--- config.mk ---
export PLATFORM = sky130hd
export DESIGN_NAME = ff_handshake_tx
export DESIGN_NICKNAME = d
export VERILOG_FILES = /design/src/rtl/ff_handshake_tx.sv
export SDC_FILE = /design/constraint.sdc
export NUM_CORES = 1
export LEC_CHECK = 0
export BUFFER_PORTS_ARGS = -buffer_cell sky130_fd_sc_hd__buf_4
export CAP_MARGIN = 20
export CELL_PAD_IN_SITES_DETAIL_PLACEMENT = 0
export CELL_PAD_IN_SITES_GLOBAL_PLACEMENT = 1
export CORE_MARGIN = 2
export CORE_UTILIZATION = 36
export DETAILED_ROUTE_END_ITERATION = 8
export GPL_TIMING_DRIVEN = 0
export PLACE_DENSITY_LB_ADDON = 0.05
export SLEW_MARGIN = 20
export SYNTH_ARGS = -nofsm -noshare
export SYNTH_HDL_FRONTEND = slang
export SYNTH_SLANG_ARGS = --single-unit
--- constraint.sdc ---
create_clock -name clk_a -period 1.9 [get_ports clk_a]
set_input_delay 0.57 -clock clk_a [delete_from_list [all_inputs] [get_ports clk_a]]
set_output_delay 0.57 -clock clk_a [all_outputs]
set_load 0.05 [all_outputs]
--- src/rtl/ff_handshake_tx.sv ---
// -----------------------------------------------------------------------------
// ff_handshake_tx
// Source (transmitting) side of a 4-phase req/ack clock-domain-crossing
// handshake. The block lives in the clk_a domain. It takes one word from local
// valid/ready logic, holds it on data_b and raises req_b, then waits for the
// destination's ack to rise and fall again. The ack is brought into clk_a
// through a SYNC_STAGES flop chain. A per-phase watchdog moves the FSM to an
// error state and raises a sticky flag if the destination stops responding.
//
// Ports
//   clk_a       in   source-domain clock, rising edge
//   rst_n       in   asynchronous active-low reset
//   src_valid   in   local word available
//   src_data    in   local word [DATA_W]
//   src_ready   out  block accepts a word this cycle (state is IDLE)
//   req_b       out  registered request level to the destination domain
//   data_b      out  registered data, held stable while req_b=1 [DATA_W]
//   ack_b       in   asynchronous acknowledge from the destination domain
//   busy        out  handshake in progress (state not IDLE)
//   timeout_err out  sticky watchdog error
//   err_clr     in   clears the error; only acted on in the error state
// -----------------------------------------------------------------------------
module ff_handshake_tx #(
    parameter int DATA_W      = 8,
    parameter int SYNC_STAGES = 2,
    parameter int TIMEOUT_CYC = 255
) (
    input  logic              clk_a,
    input  logic              rst_n,
    input  logic              src_valid,
    input  logic [DATA_W-1:0] src_data,
    output logic              src_ready,
    output logic              req_b,
    output logic [DATA_W-1:0] data_b,
    input  logic              ack_b,
    output logic              busy,
    output logic              timeout_err,
    input  logic              err_clr
);

    // A synchronizer shorter than two flops is not safe; clamp it.
    localparam int SYNC_N = (SYNC_STAGES < 2) ? 2 : SYNC_STAGES;
    localparam int CNT_W  = (TIMEOUT_CYC > 0) ? $clog2(TIMEOUT_CYC + 1) : 1;
    localparam logic [CNT_W-1:0] TMO_VAL = CNT_W'(TIMEOUT_CYC);
    localparam logic [CNT_W-1:0] CNT_MAX = {CNT_W{1'b1}};
    localparam logic [CNT_W-1:0] CNT_ONE = CNT_W'(1);
    localparam logic             WD_EN   = (TIMEOUT_CYC != 0) ? 1'b1 : 1'b0;

    typedef enum logic [1:0] {
        ST_IDLE     = 2'd0,
        ST_REQ      = 2'd1,
        ST_WAIT_LOW = 2'd2,
        ST_ERR      = 2'd3
    } state_t;

    state_t              state_q, state_d;
    logic [SYNC_N-1:0]   sync_q, sync_d;
    logic [CNT_W-1:0]    cnt_q, cnt_d;
    logic                req_q, req_d;
    logic [DATA_W-1:0]   data_q, data_d;
    logic                busy_q, busy_d;
    logic                err_q, err_d;

    logic                ack_s;
    logic                tmo_hit_s;
    logic [CNT_W-1:0]    cnt_inc_s;

    assign ack_s     = sync_q[SYNC_N-1];
    // The watchdog fires only when enabled and the phase counter has reached
    // the limit; the exit test in the FSM is checked first so it wins a tie.
    assign tmo_hit_s = WD_EN & (cnt_q == TMO_VAL);
    assign cnt_inc_s = (cnt_q == CNT_MAX) ? cnt_q : (cnt_q + CNT_ONE);

    assign src_ready   = (state_q == ST_IDLE);
    assign req_b       = req_q;
    assign data_b      = data_q;
    assign busy        = busy_q;
    assign timeout_err = err_q;

    // State register plus all registered outputs and the ack synchronizer.
    always_ff @(posedge clk_a or negedge rst_n) begin
        if (!rst_n) begin
            state_q <= ST_IDLE;
            sync_q  <= {SYNC_N{1'b0}};
            cnt_q   <= {CNT_W{1'b0}};
            req_q   <= 1'b0;
            data_q  <= {DATA_W{1'b0}};
            busy_q  <= 1'b0;
            err_q   <= 1'b0;
        end else begin
            state_q <= state_d;
            sync_q  <= sync_d;
            cnt_q   <= cnt_d;
            req_q   <= req_d;
            data_q  <= data_d;
            busy_q  <= busy_d;
            err_q   <= err_d;
        end
    end

    // Next-state and phase-counter logic.
    always_comb begin
        state_d = state_q;
        cnt_d   = cnt_q;
        sync_d  = {sync_q[SYNC_N-2:0], ack_b};
        case (state_q)
            ST_IDLE: begin
                // A high ack here is spurious and deliberately ignored.
                if (src_valid) begin
                    state_d = ST_REQ;
                    cnt_d   = {CNT_W{1'b0}};
                end else begin
                    state_d = ST_IDLE;
                end
            end
            ST_REQ: begin
                if (ack_s) begin
                    state_d = ST_WAIT_LOW;
                    cnt_d   = {CNT_W{1'b0}};
                end else if (tmo_hit_s) begin
                    state_d = ST_ERR;
                end else begin
                    cnt_d   = cnt_inc_s;
                end
            end
            ST_WAIT_LOW: begin
                if (!ack_s) begin
                    state_d = ST_IDLE;
                end else if (tmo_hit_s) begin
                    state_d = ST_ERR;
                end else begin
                    cnt_d   = cnt_inc_s;
                end
            end
            ST_ERR: begin
                // Recovery goes through WAIT_LOW so the destination's ack
                // must be seen low before another word is accepted.
                if (err_clr) begin
                    state_d = ST_WAIT_LOW;
                    cnt_d   = {CNT_W{1'b0}};
                end else begin
                    state_d = ST_ERR;
                end
            end
            default: begin
                state_d = ST_IDLE;
                cnt_d   = {CNT_W{1'b0}};
            end
        endcase
    end

    // Registered-output values derived from the next state.
    always_comb begin
        req_d  = (state_d == ST_REQ);
        busy_d = (state_d != ST_IDLE);
        err_d  = (state_d == ST_ERR);
        // The data bus only loads on an accepted word and is otherwise frozen.
        if ((state_q == ST_IDLE) && src_valid) begin
            data_d = src_data;
        end else begin
            data_d = data_q;
        end
    end

endmodule
Yosys cells after proc, flatten, opt, wreduce, memory -nomap -nowiden:

Cells that the tools add are included.

* logic and storage cells: 33
* output and inout bits: 12
* register bits: 23
* bits of input ports: 13

* $add $sub $neg: 1
* equality and inequality tests: 9
* reductions and logical operators: 4
* muxes and demuxes: 12

Operators with widths (count)
* $mux W8: 5
* $pmux W8 S4: 1
* $add A8 B1 Y8 const B: 1
* $eq A8 B8 Y1 const B: 1
* $pmux W2 S4: 1
* $eq A2 B2 Y1 const B: 3
* $mux W2: 3
* $ne A2 B2 Y1 const B: 3
* $eq A2 B1 Y1 const B: 2
* $reduce_and A3 Y1: 1
* $logic_not A2 Y1: 1
* $mux W1: 2
* $reduce_bool A2 Y1: 1
* $logic_and A1 B1 Y1: 1

Depth between registers and ports, before layout:

Gate-level depths: netlist of run 1.

* word-level depth: 5
* mapped depth: 7
* gate-level depth less buffers: 6

Worst setup path after synthesis of run 1:

No wires, ideal clock.

* path kind: reg2reg
* start: reg state_q[0]
* end: reg cnt_q[5]
* buffers on the path: 1
* clock period less this slack: 2148 ps
* slack: -248 ps
* stages on the path, launching flop included: 8
* data required time: 1821 ps
* library setup time: 79 ps
* arrival: 2069 ps
* path through: dfrtp_1 inv_1 ha_1 nor2b_4 or3_1 buf_2 nor4_2 mux2i_1

* cells in the longest elaborated chain, start to end: 3
* elaborated cells between the ends (all ways): 9
* those cells by class: eq/ne: 6; mux: 1; reduce/logical: 2

RTL lines
* start, declared: line 56 `state_t state_q, state_d;`
* start signal, assigned: line 91 `state_q <= state_d;`
* $logic_not A2 Y1 (*)
* via src_ready: line 32 `output logic src_ready,`
* $ne A2 B2 Y1 (no source line)
* $reduce_and A3 Y1 (no source line)
* end signal, assigned: line 85 `cnt_q <= {CNT_W{1'b0}};`
* end signal, assigned: line 93 `cnt_q <= cnt_d;`
* end, declared: line 58 `logic [CNT_W-1:0] cnt_q, cnt_d;`

The timed path passes the listed nets; every way through them passes the cells marked *.
A chain may end at the register's enable or synchronous reset.

Worst setup path in the final report of run 1:

* start: reg state_q[0]
* end: reg cnt_q[0]

* cells in the longest elaborated chain, start to end: 3
* elaborated cells between the ends (all ways): 9
* those cells by class: eq/ne: 6; mux: 1; reduce/logical: 2

RTL lines
* $eq A2 B2 Y1 or $logic_not A2 Y1 (tied branches): line 106 `case (state_q)`
* $ne A2 B2 Y1 (no source line)
* $reduce_and A3 Y1 (no source line)

Parallel ways exist; a longest one is shown, timed or not.

==> results of run 1 <==
-- cells in the final DEF, fill, tap and decap left out, types with 2 or more instances in the layout --
cell type	n
nand4_1	2
mux2_2	8
or3_4	2
o31ai_1	2
nor2_1	5
a21oi_1	6
clkbuf_4	3
nand2_1	7
a21oi_2	2
nor2b_4	2
buf_4	29
inv_1	2
nand3_1	3
inv_2	3
nor2_2	2
ha_4	3
o21ai_0	2
dfrtp_1	22
-- final cells by class --
cell class | count | area (µm²) | share of cell area (%)
Clock inverter | 1 | 5.00 | 0.334
Inverter | 5 | 18.8 | 1.25
Multi-Input combinational cell | 69 | 591 | 39.5
Clock buffer | 3 | 22.5 | 1.51
Sequential cell | 23 | 577 | 38.5
Timing Repair Buffer | 30 | 229 | 15.3
Tap cell | 31 | 38.8 | 2.59
Buffer | 1 | 15.0 | 1.00
-- worst max-delay path, stage by stage (launching register included) --
cell,delay [ns]
dfrtp_1,0.45
inv_2,0.09
ha_4,0.17
nor2b_4,0.12
or3_4,0.41
buf_8,0.15
or3_4,0.33
a21oi_2,0.11
-- Yosys cell counts --
| master | count | area share [%] |
|---|---|---|
| a2111oi_0 | 1 | 0.80 |
| or3_1 | 2 | 1.1 |
| mux2_2 | 8 | 8.3 |
| a211o_1 | 1 | 0.80 |
| ha_1 | 5 | 5.7 |
| nor2b_1 | 3 | 1.7 |
| nor2_1 | 7 | 2.4 |
| o21bai_1 | 1 | 0.69 |
| nor3_1 | 2 | 0.92 |
| nand3_1 | 3 | 1.4 |
| buf_2 | 1 | 0.46 |
| nand4_1 | 2 | 1.1 |
| or2_1 | 1 | 0.57 |
| mux2i_1 | 1 | 0.92 |
| a41oi_1 | 1 | 0.80 |
| nand2_1 | 7 | 2.4 |
| nor2b_4 | 1 | 1.3 |
| a21oi_1 | 8 | 3.7 |
| a31oi_1 | 1 | 0.57 |
| o21ai_0 | 3 | 1.4 |
| dfrtp_1 | 23 | 53 |
| inv_1 | 4 | 1.4 |
| or4_1 | 2 | 1.4 |
| a221o_1 | 1 | 0.92 |
| nor4_2 | 1 | 1.1 |
| inv_2 | 1 | 0.34 |
| o31ai_1 | 4 | 2.8 |
| o21a_1 | 1 | 0.69 |
| a211oi_1 | 1 | 0.69 |
| and4_1 | 1 | 0.80 |
-- power groups by stage --
stage | registers (mW) | logic (mW) | clock network, mW
5_1_grt | 0.748 | 1.36 | 0.258
6_report | 0.727 | 1.27 | 0.229
2_1_floorplan | 1.10 | 0.440 | 0
3_5_place_dp | 0.724 | 1.14 | 0
4_1_cts | 0.712 | 1.17 | 0.240
3_3_place_gp | 0.721 | 1.12 | 0
-- flip-flops by register name, indices dropped and copies added (netlist names) --
name         flops
busy             1
cnt_q            8
data_b           8
req_b            1
state_q          2
sync_q           2
timeout_err      1
-- layer usage --
metal	routed length [µm]	part of all wire (%)
met1	1010	44
met4	12	0.53
met2	1180	52
met3	74	3.2
met5	0	0
-- metrics by stage --
stage | instances | total power, mW
finish | 163 | 2.23
global route | 163 | 2.36
CTS | 159 | 2.13
detailed placement | 153 | 1.86
global placement | 153 | 1.84
floorplan | 98 | 1.54
-- cell families after synthesis --
group | after synthesis
AND/OR/NAND/NOR | 32
AO/OA/AOI/OAI | 23
flip-flops | 23
multiplexers | 9
buffers and inverters | 6
adder cells (fa/ha/maj) | 5
-- final timing paths --
check | startpoint | endpoint | slack (ns) | cells past startpoint
worst max-delay path | state_q[0] | cnt_q[0] | 0.01 | 7
worst min-delay path | rst_n | cnt_q[5] | 0.12 | 1
worst max register to register | state_q[0] | cnt_q[0] | 0.01 | 7
worst min register to register | sync_q[0] | sync_q[1] | 0.37 | 0
max in group asynchronous | rst_n | state_q[1] | 1.53 | 1
min in group clk_a | ack_b | sync_q[0] | 0.36 | 1
-- repair_timing --
item,CTS,global route
gates resized for setup,5,24
setup buffers,2,4
hold buffers,0,0
setup endpoints to repair,5,6
pin swaps,0,7
==> impl_metrics.yaml, run 1 <==
status:
  outcome: "finished, final reports clean"
sta:
  final.period_utilization_pct: 99.3
  drv_slew: 0
  setup_violations: 0
  hold_ws_ns: 0.122
  finalHoldViolations: 0
  fin_skew_ns: 0.00132
  worst_pin_slew_ns: 0.376
  layout_setup_ws_ns: 0.0126
  tns_ns: 0
  slew_headroom_pct: 74.3
  rsz0062_at_grt: "yes"
  fmax_mhz: 530
  fin_crit_ns: 1.89
placed_design:
  port_buffers: 24
  dp_hpwl_um: 1600
  post-place-ws_ns: -0.0612
  place.gp.congestion: 0.773
  placed_area_um2: 1320
power:
  seq_power_share_pct: 32.6
  power_density_nw_per_um2: 1490
  pwr-share-comb_pct: 57.1
  internal_power_mw: 1.20
  power_switching_mw: 1.02
  swShare_pct: 46.0
  power.leakage_nw: 0.635
  irDropWorstVdd_v: 0.000934
  p_clk_share_pct: 10.3
yosys:
  synth_cell_type_count: 30
  synth-simple-area-share_pct: 16.3
  avgSynthCellArea_um2: 11.1
  synth_fp_nets: 116
  synth_area_um2: 1090
  synth_top_family_by_area: "simple AND/OR/NAND/NOR gates"
  synth_cells: 98
  synth_fa_ha_area_share_pct: 5.74
  synth-seq-cells: 23
  synth_compound_area_share_pct: 13.8
  synth-warning-count: 0
  synth.yosys.seq_area_share_pct: 52.8
  muxShareOfSynthArea_pct: 9.18
  synth_xor_area_share_pct: 0
global_route:
  grt_first_pass_wirelength_um: 3730
  use_met2_pct: 23.8
  grt_max_degree: 24
  grt-ovfl-total: 0
  met3_usage_pct: 3.06
  grtUsageMet1_pct: 17.8
  grt_pass1_vias: 832
  grt_usage_pct: 14.0
  antenna_found_initial: 0
  busiest_layer: "met2"
routing:
  vias: 901
  drc: 0
  drtIter0Drc: 18
  dr.pass1.iters: 4
  drtAntennaViolNets: 0
  viasPerCell: 5.53
  wl_per_cell_um: 14.0
  drt-total-wl_um: 2280
setup_path:
  cp.arrival_ns: 2.14
  cp-end-kind: "register"
  critPathRequiredTime_ns: 2.15
  path_class: "register to register"
  path_max_fanout: 6
  start_kind: "register"
job:
  cap_violations: 0
clocking:
  cts.path.max_buffers: 2
  clk_pin_slew_worst_paths_ns: 0.13
  cts_buffers: 3
  cts-root-buf: "clkbuf_4"
  clock_sinks: 23
  htree_levels: 1
  tritoncts: "done"
  clock_latency_ns: 0.31
layout:
  final_util_pct: 53.3
  area_growth_pct: 37.3
  antennaDiodeCount: 0
  fillerInstances: 275
  stdcell_area_um2: 1500
  fin_nets: 151
  drive_above_1_share_pct: 49.2
die:
  rows: 19
  dieArea_um2: 3480
  num_io_pins: 25
  core_area_um2: 2810
  die_y_um: 59.0
  initial_core_util_pct: 38.8
  die_x_um: 59.0
hold_path:
  hp-class: "input port to asynchronous set/reset pin"
Power figures use the tool's default switching activity.
==> run 2: changes to the inputs <==
==> constraint.sdc (replaced) <==
create_clock -name clk_a -period 1.9 [get_ports clk_a]
set_input_delay 0.19 -clock clk_a [delete_from_list [all_inputs] [get_ports clk_a]]
set_output_delay 0.19 -clock clk_a [all_outputs]
set_load 0.05 [all_outputs]
==> run 2 against run 1 <==
Net effect: combinational power about the same; register-to-register slack hardly changed; first-iteration DRC count is 33% higher; clock power is essentially flat; cell count rose by 1.2%; clock-buffer cell count stayed put; sequential power hardly changed; via count decreased by 0.67%; die area is the same; maximum frequency about the same.
==> impl_metrics.yaml, run 2 (synthesis results as in run 1) <==
status:
  outcome: "finished, final reports clean"
die:
  num_io_pins: 25
  die_x_um: 59.0
  core_area_um2: 2810
  die_y_um: 59.0
  rows: 19
  initial_core_util_pct: 38.8
  dieArea_um2: 3480
layout:
  antennaDiodeCount: 0
  drive_above_1_share_pct: 48.5
  final_cell_mix: "buf_4 (29), dfrtp_1 (22), mux2_2 (8)"
  fin_nets: 153
  final_common_cell: "buf_4"
  area_growth_pct: 39.2
  final_util_pct: 54.1
  fillerInstances: 274
routing:
  dr.pass1.iters: 4
  drtAntennaViolNets: 0
  vias: 895
  drt-total-wl_um: 2260
  drc: 0
  wl_per_cell_um: 13.7
  drtIter0Drc: 24
  viasPerCell: 5.42
sta:
  setup_violations: 0
  worst_pin_slew_ns: 0.390
  finalHoldViolations: 0
  drv_slew: 0
  rsz0062_at_grt: "yes"
  final.period_utilization_pct: 99.3
  fin_skew_ns: 0.000560
  fin_crit_ns: 1.89
  fmax_mhz: 530
  tns_ns: 0
  slew_headroom_pct: 73.3
global_route:
  grt_usage_pct: 14.1
  grt_pass1_vias: 844
  antenna_found_initial: 0
  grt_first_pass_wirelength_um: 3750
  grt-ovfl-total: 0
  grt_max_degree: 24
setup_path:
  regToRegSetupSlack_ns: 0.01
  path_max_fanout: 6
  cp_num_buf_inv: 2
  rr_endpoint: "cnt_q[0]"
  slowest_stage: "dfrtp_1"
  crit_family: "simple AND/OR/NAND/NOR gates"
  path_class: "register to register"
  path_cells: "inv_2, ha_4, nor2b_4, or3_4, buf_8, or3_4, a21oi_2"
  start_kind: "register"
  crit_path_frequent_cell: "or3_4"
  critPathRequiredTime_ns: 2.15
  max_stage_delay_ns: 0.45
  r2r_start: "state_q[0]"
  cp.arrival_ns: 2.14
  reg2regPathDepth: 7
  cp-end-kind: "register"
hold_path:
  hp-class: "input port to register"
  hold_depth: 2
  hold-path-endpoint: "data_b[1]"
  worstHoldStart: "src_data[1]"
clocking:
  tritoncts: "done"
  clk_pin_slew_worst_paths_ns: 0.13
  cts.path.max_buffers: 2
  clock_latency_ns: 0.30
  cts_buffers: 3
  htree_levels: 1
  cts-root-buf: "clkbuf_4"
  clock_sinks: 23
power:
  power.leakage_nw: 0.643
  irDropWorstVdd_v: 0.000931
  power_density_nw_per_um2: 1470
placed_design:
  port_buffers: 24
  place.gp.congestion: 0.773
  dp_hpwl_um: 1600
job:
  cap_violations: 0
==> run 2: what timing repair did <==
action	in CTS	in global routing
pin swaps	0	7
hold buffers	2	0
gates resized for setup	5	24
endpoints found under the hold margin	24	0
buffers inserted	2	4
setup endpoints to repair	5	6
==> run 2: worst max-delay path by stage <==
stage	from	end	slack (ns)	depth (start not counted)
2_1_floorplan	state_q[0]	cnt_q[0]	0.03	7
3_3_place_gp	state_q[0]	cnt_q[0]	-0.06	7
3_5_place_dp	state_q[0]	cnt_q[0]	-0.06	7
4_1_cts	state_q[1]	cnt_q[0]	0.002	7
5_1_grt	state_q[0]	cnt_q[0]	-0.04	7
6_report	state_q[0]	cnt_q[0]	0.01	7
==> run 2: area by class of cell <==
| class | instances | area (µm²) | share of cell area (%) |
|---|---|---|---|
| Clock buffer | 3 | 22.5 | 1.49 |
| Sequential cell | 23 | 577 | 38.0 |
| Multi-Input combinational cell | 69 | 591 | 38.9 |
| Clock inverter | 1 | 5.00 | 0.330 |
| Tap cell | 31 | 38.8 | 2.56 |
| Inverter | 5 | 18.8 | 1.24 |
| Buffer | 1 | 15.0 | 0.990 |
| Timing Repair Buffer | 32 | 249 | 16.4 |
==> run 2: power by group <==
group	switching, mW	internal, mW
registers	0.0927	0.633
logic	0.779	0.495
clock network	0.149	0.0785
==> run 2: through the flow <==
step	hold WS [ns]	total power, mW	std cells	worst slack (ns)	cell area (µm²)
2_1_floorplan	-0.106	1.54	98	0.0320	1100
3_3_place_gp	0.103	1.84	153	-0.0615	1320
3_5_place_dp	0.106	1.86	153	-0.0612	1320
4_1_cts	0.0909	2.13	161	0.00197	1400
5_1_grt	0.0749	2.37	165	-0.0353	1520
6_report	0.101	2.23	165	0.0132	1520
==> run 2: routing by layer <==
metal | global-route usage [%] | routed length, µm | up-vias
met5 | 0 | 0 | -
met4 | 3.90 | 13 | 0
met3 | 3.06 | 71 | 2
met2 | 24.1 | 1200 | 11
met1 | 17.8 | 971 | 454
li1 | - | - | 428
==> run 3: changes to the inputs <==
--- a/config.mk
+++ b/config.mk
@@ -5,6 +5,7 @@
 export SDC_FILE = /design/constraint.sdc
 export NUM_CORES = 1
 export LEC_CHECK = 0
+export ABC_AREA = 1
 export BUFFER_PORTS_ARGS = -buffer_cell sky130_fd_sc_hd__buf_4
 export CAP_MARGIN = 20
 export CELL_PAD_IN_SITES_DETAIL_PLACEMENT = 0
==> run 3 against run 2 <==
Net effect: critical path type is now register to primary output; critical endpoint is now src_ready; via count grew 4.4%; non-clock buffer count shrank 7; sequential cell count is the same; routed wire length shrank 1.3%; highest routed layer unchanged; clock power is essentially flat; register-to-register slack gained 0.27 ns; sequential power shrank 1%; sequential share of layout area grew 1.2 points; synthesized cell count grew 34%.
==> impl_metrics.yaml, run 3 <==
yosys:
  yosysTopAreaCell: "dfrtp_1"
  synth_most_common_cell: "nand2_1"
  synthArstFlopShare_pct: 100
  synth_area_leaders: "dfrtp_1 (49%), nand2_1 (9.5%), mux2_2 (7.6%)"
  synth-seq-cells: 23
  synth_top_area_share_pct: 48.6
  synth.yosys.seq_area_share_pct: 48.6
  synthFlopType: "dfrtp_1"
  netlist_top_cells_count: "nand2_1 (30), dfrtp_1 (23), inv_1 (18)"
  avgSynthCellArea_um2: 9.04
  synth_fp_nets: 149
  synth_edf_count: 0
  synth_cell_type_count: 20
  synth_area_um2: 1180
  synth-warning-count: 0
  synth_cells: 131
global_route:
  grt_max_degree: 24
  grt-ovfl-total: 0
  grt_pass1_vias: 909
  grt_usage_pct: 13.9
  antenna_found_initial: 0
  grt_first_pass_wirelength_um: 3860
routing:
  drt-total-wl_um: 2230
  vias: 934
  drtAntennaViolNets: 0
  drc: 0
  viasPerCell: 4.56
  drtIter0Drc: 43
  dr.pass1.iters: 4
  wl_per_cell_um: 10.9
status:
  outcome: "finished, final reports clean"
clocking:
  htree_levels: 1
  cts_buffers: 3
  hold_buffers: 2
  clock_latency_ns: 0.31
  cts.path.max_buffers: 2
  clk_pin_slew_worst_paths_ns: 0.13
  tritoncts: "done"
  cts_resized: 0
  post-cts-setup-buffer-count: 0
  cts-root-buf: "clkbuf_4"
  clock_sinks: 23
placed_design:
  placed_area_um2: 1420
  dp_hpwl_um: 1690
  port_buffers: 24
  place.gp.congestion: 0.801
power:
  power_density_nw_per_um2: 1510
  power.leakage_nw: 0.748
  irDropWorstVdd_v: 0.000850
  power.total_mw: 2.21
hold_path:
  worstHoldStart: "src_data[0]"
  hold-path-endpoint: "data_b[0]"
  hp-class: "input port to register"
  hold_depth: 2
die:
  core_area_um2: 3100
  die_y_um: 61.3
  initial_core_util_pct: 38.1
  dieArea_um2: 3760
  rows: 20
  num_io_pins: 25
  die_x_um: 61.3
setup_path:
  cp.arrival_ns: 1.45
  path_max_fanout: 6
  start_kind: "register"
  path_class: "register to primary output"
  regToRegSetupSlack_ns: 0.28
  cp-end-kind: "primary output"
  critPathRequiredTime_ns: 1.71
  r2r_start: "state_q[0]"
  rr_endpoint: "cnt_q[1]"
  reg2regPathDepth: 8
layout:
  antennaDiodeCount: 0
  area_growth_pct: 23.9
  drive_above_1_share_pct: 32.3
  fin_nets: 180
  stdcell_area_um2: 1470
  final_cell_mix: "nand2_1 (30), buf_4 (24), dfrtp_1 (23)"
  fillerInstances: 313
  final_common_cell: "nand2_1"
sta:
  setup_violations: 0
  tns_ns: 0
  slew_headroom_pct: 70.6
  worst_pin_slew_ns: 0.440
  hold_ws_ns: 0.101
  drv_slew: 0
  fin_skew_ns: 0.00408
  rsz0062_at_grt: "no"
  fmax_mhz: 611
  finalHoldViolations: 0
  final.period_utilization_pct: 86.1
  fin_crit_ns: 1.64
job:
  cap_violations: 0
run 3: cell count changes after synthesis, moves of 2 or more:
cell / change
nor3_1: -2
nor2_1: +2
inv_1: +14
nor2b_1: -3
or4_1: -2
or3_1: -2
o31ai_1: -4
nor2_4: +3
nand3_1: +4
nand2_1: +23
o21ai_1: +2
nand2_2: +7
a21oi_1: -2
run 3: cell type report:
type	count	area [µm²]	share of cell area (%)
sequential	23	576	39.2
multi-input combinational	88	533	36.3
timing repair buffer	26	200	13.7
inverter	20	75.1	5.12
tap	44	55.1	3.75
clock buffer	3	22.5	1.54
clock inverter	1	5.00	0.341
run 3: through the flow:
stage          util, %  setup slack [ns]  instances
4_1_cts           47.3             0.240        205
5_1_grt           47.3            0.0945        205
3_5_place_dp      45.7             0.257        199
2_1_floorplan        -            0.0473        131
3_3_place_gp      45.7             0.265        199
6_report          47.3             0.263        205
run 3: cell families (layout without fill, tap and decap cells):
kind of cell,Yosys count,count (layout),share of synthesized area [%]
flops,23,23,48.6
mux,8,8,7.61
buf+inv,20,50,6.34
compound gates,11,11,4.97
xor+xnor,1,1,0.740
simple gates,63,63,26.4
fa+ha+maj,5,5,5.29
run 3: report_power, final:
part           total, mW  leakage, nW  internal [mW]  switching (mW)
logic               1.27        0.439          0.417           0.852
clock network      0.227       0.0177         0.0786           0.148
registers          0.718        0.291          0.638          0.0797
run 3: critical path: stages, from the launching register on:
cell and delay (ns):
dfrtp_1 0.42, inv_1 0.12, ha_1 0.34, buf_4 0.26
run 3: worst max path at each step:
stage / start / to / slack, ns
floorplan: state_q[0] / data_b[0] / 0.05
global placement: state_q[0] / cnt_q[3] / 0.26
detailed placement: state_q[0] / cnt_q[0] / 0.26
CTS: state_q[0] / src_ready / 0.24
global route: state_q[0] / cnt_q[1] / 0.09
finish: state_q[0] / src_ready / 0.26
run 3: per-layer routing:
layer  track usage (%)  vias to the layer above  wire length (µm)
met3              1.89                        2                88
met5                 0                        -                 0
li1                  -                      472                 -
met4              6.38                        0                19
met1              19.3                      439              1070
met2              21.6                       21              1050
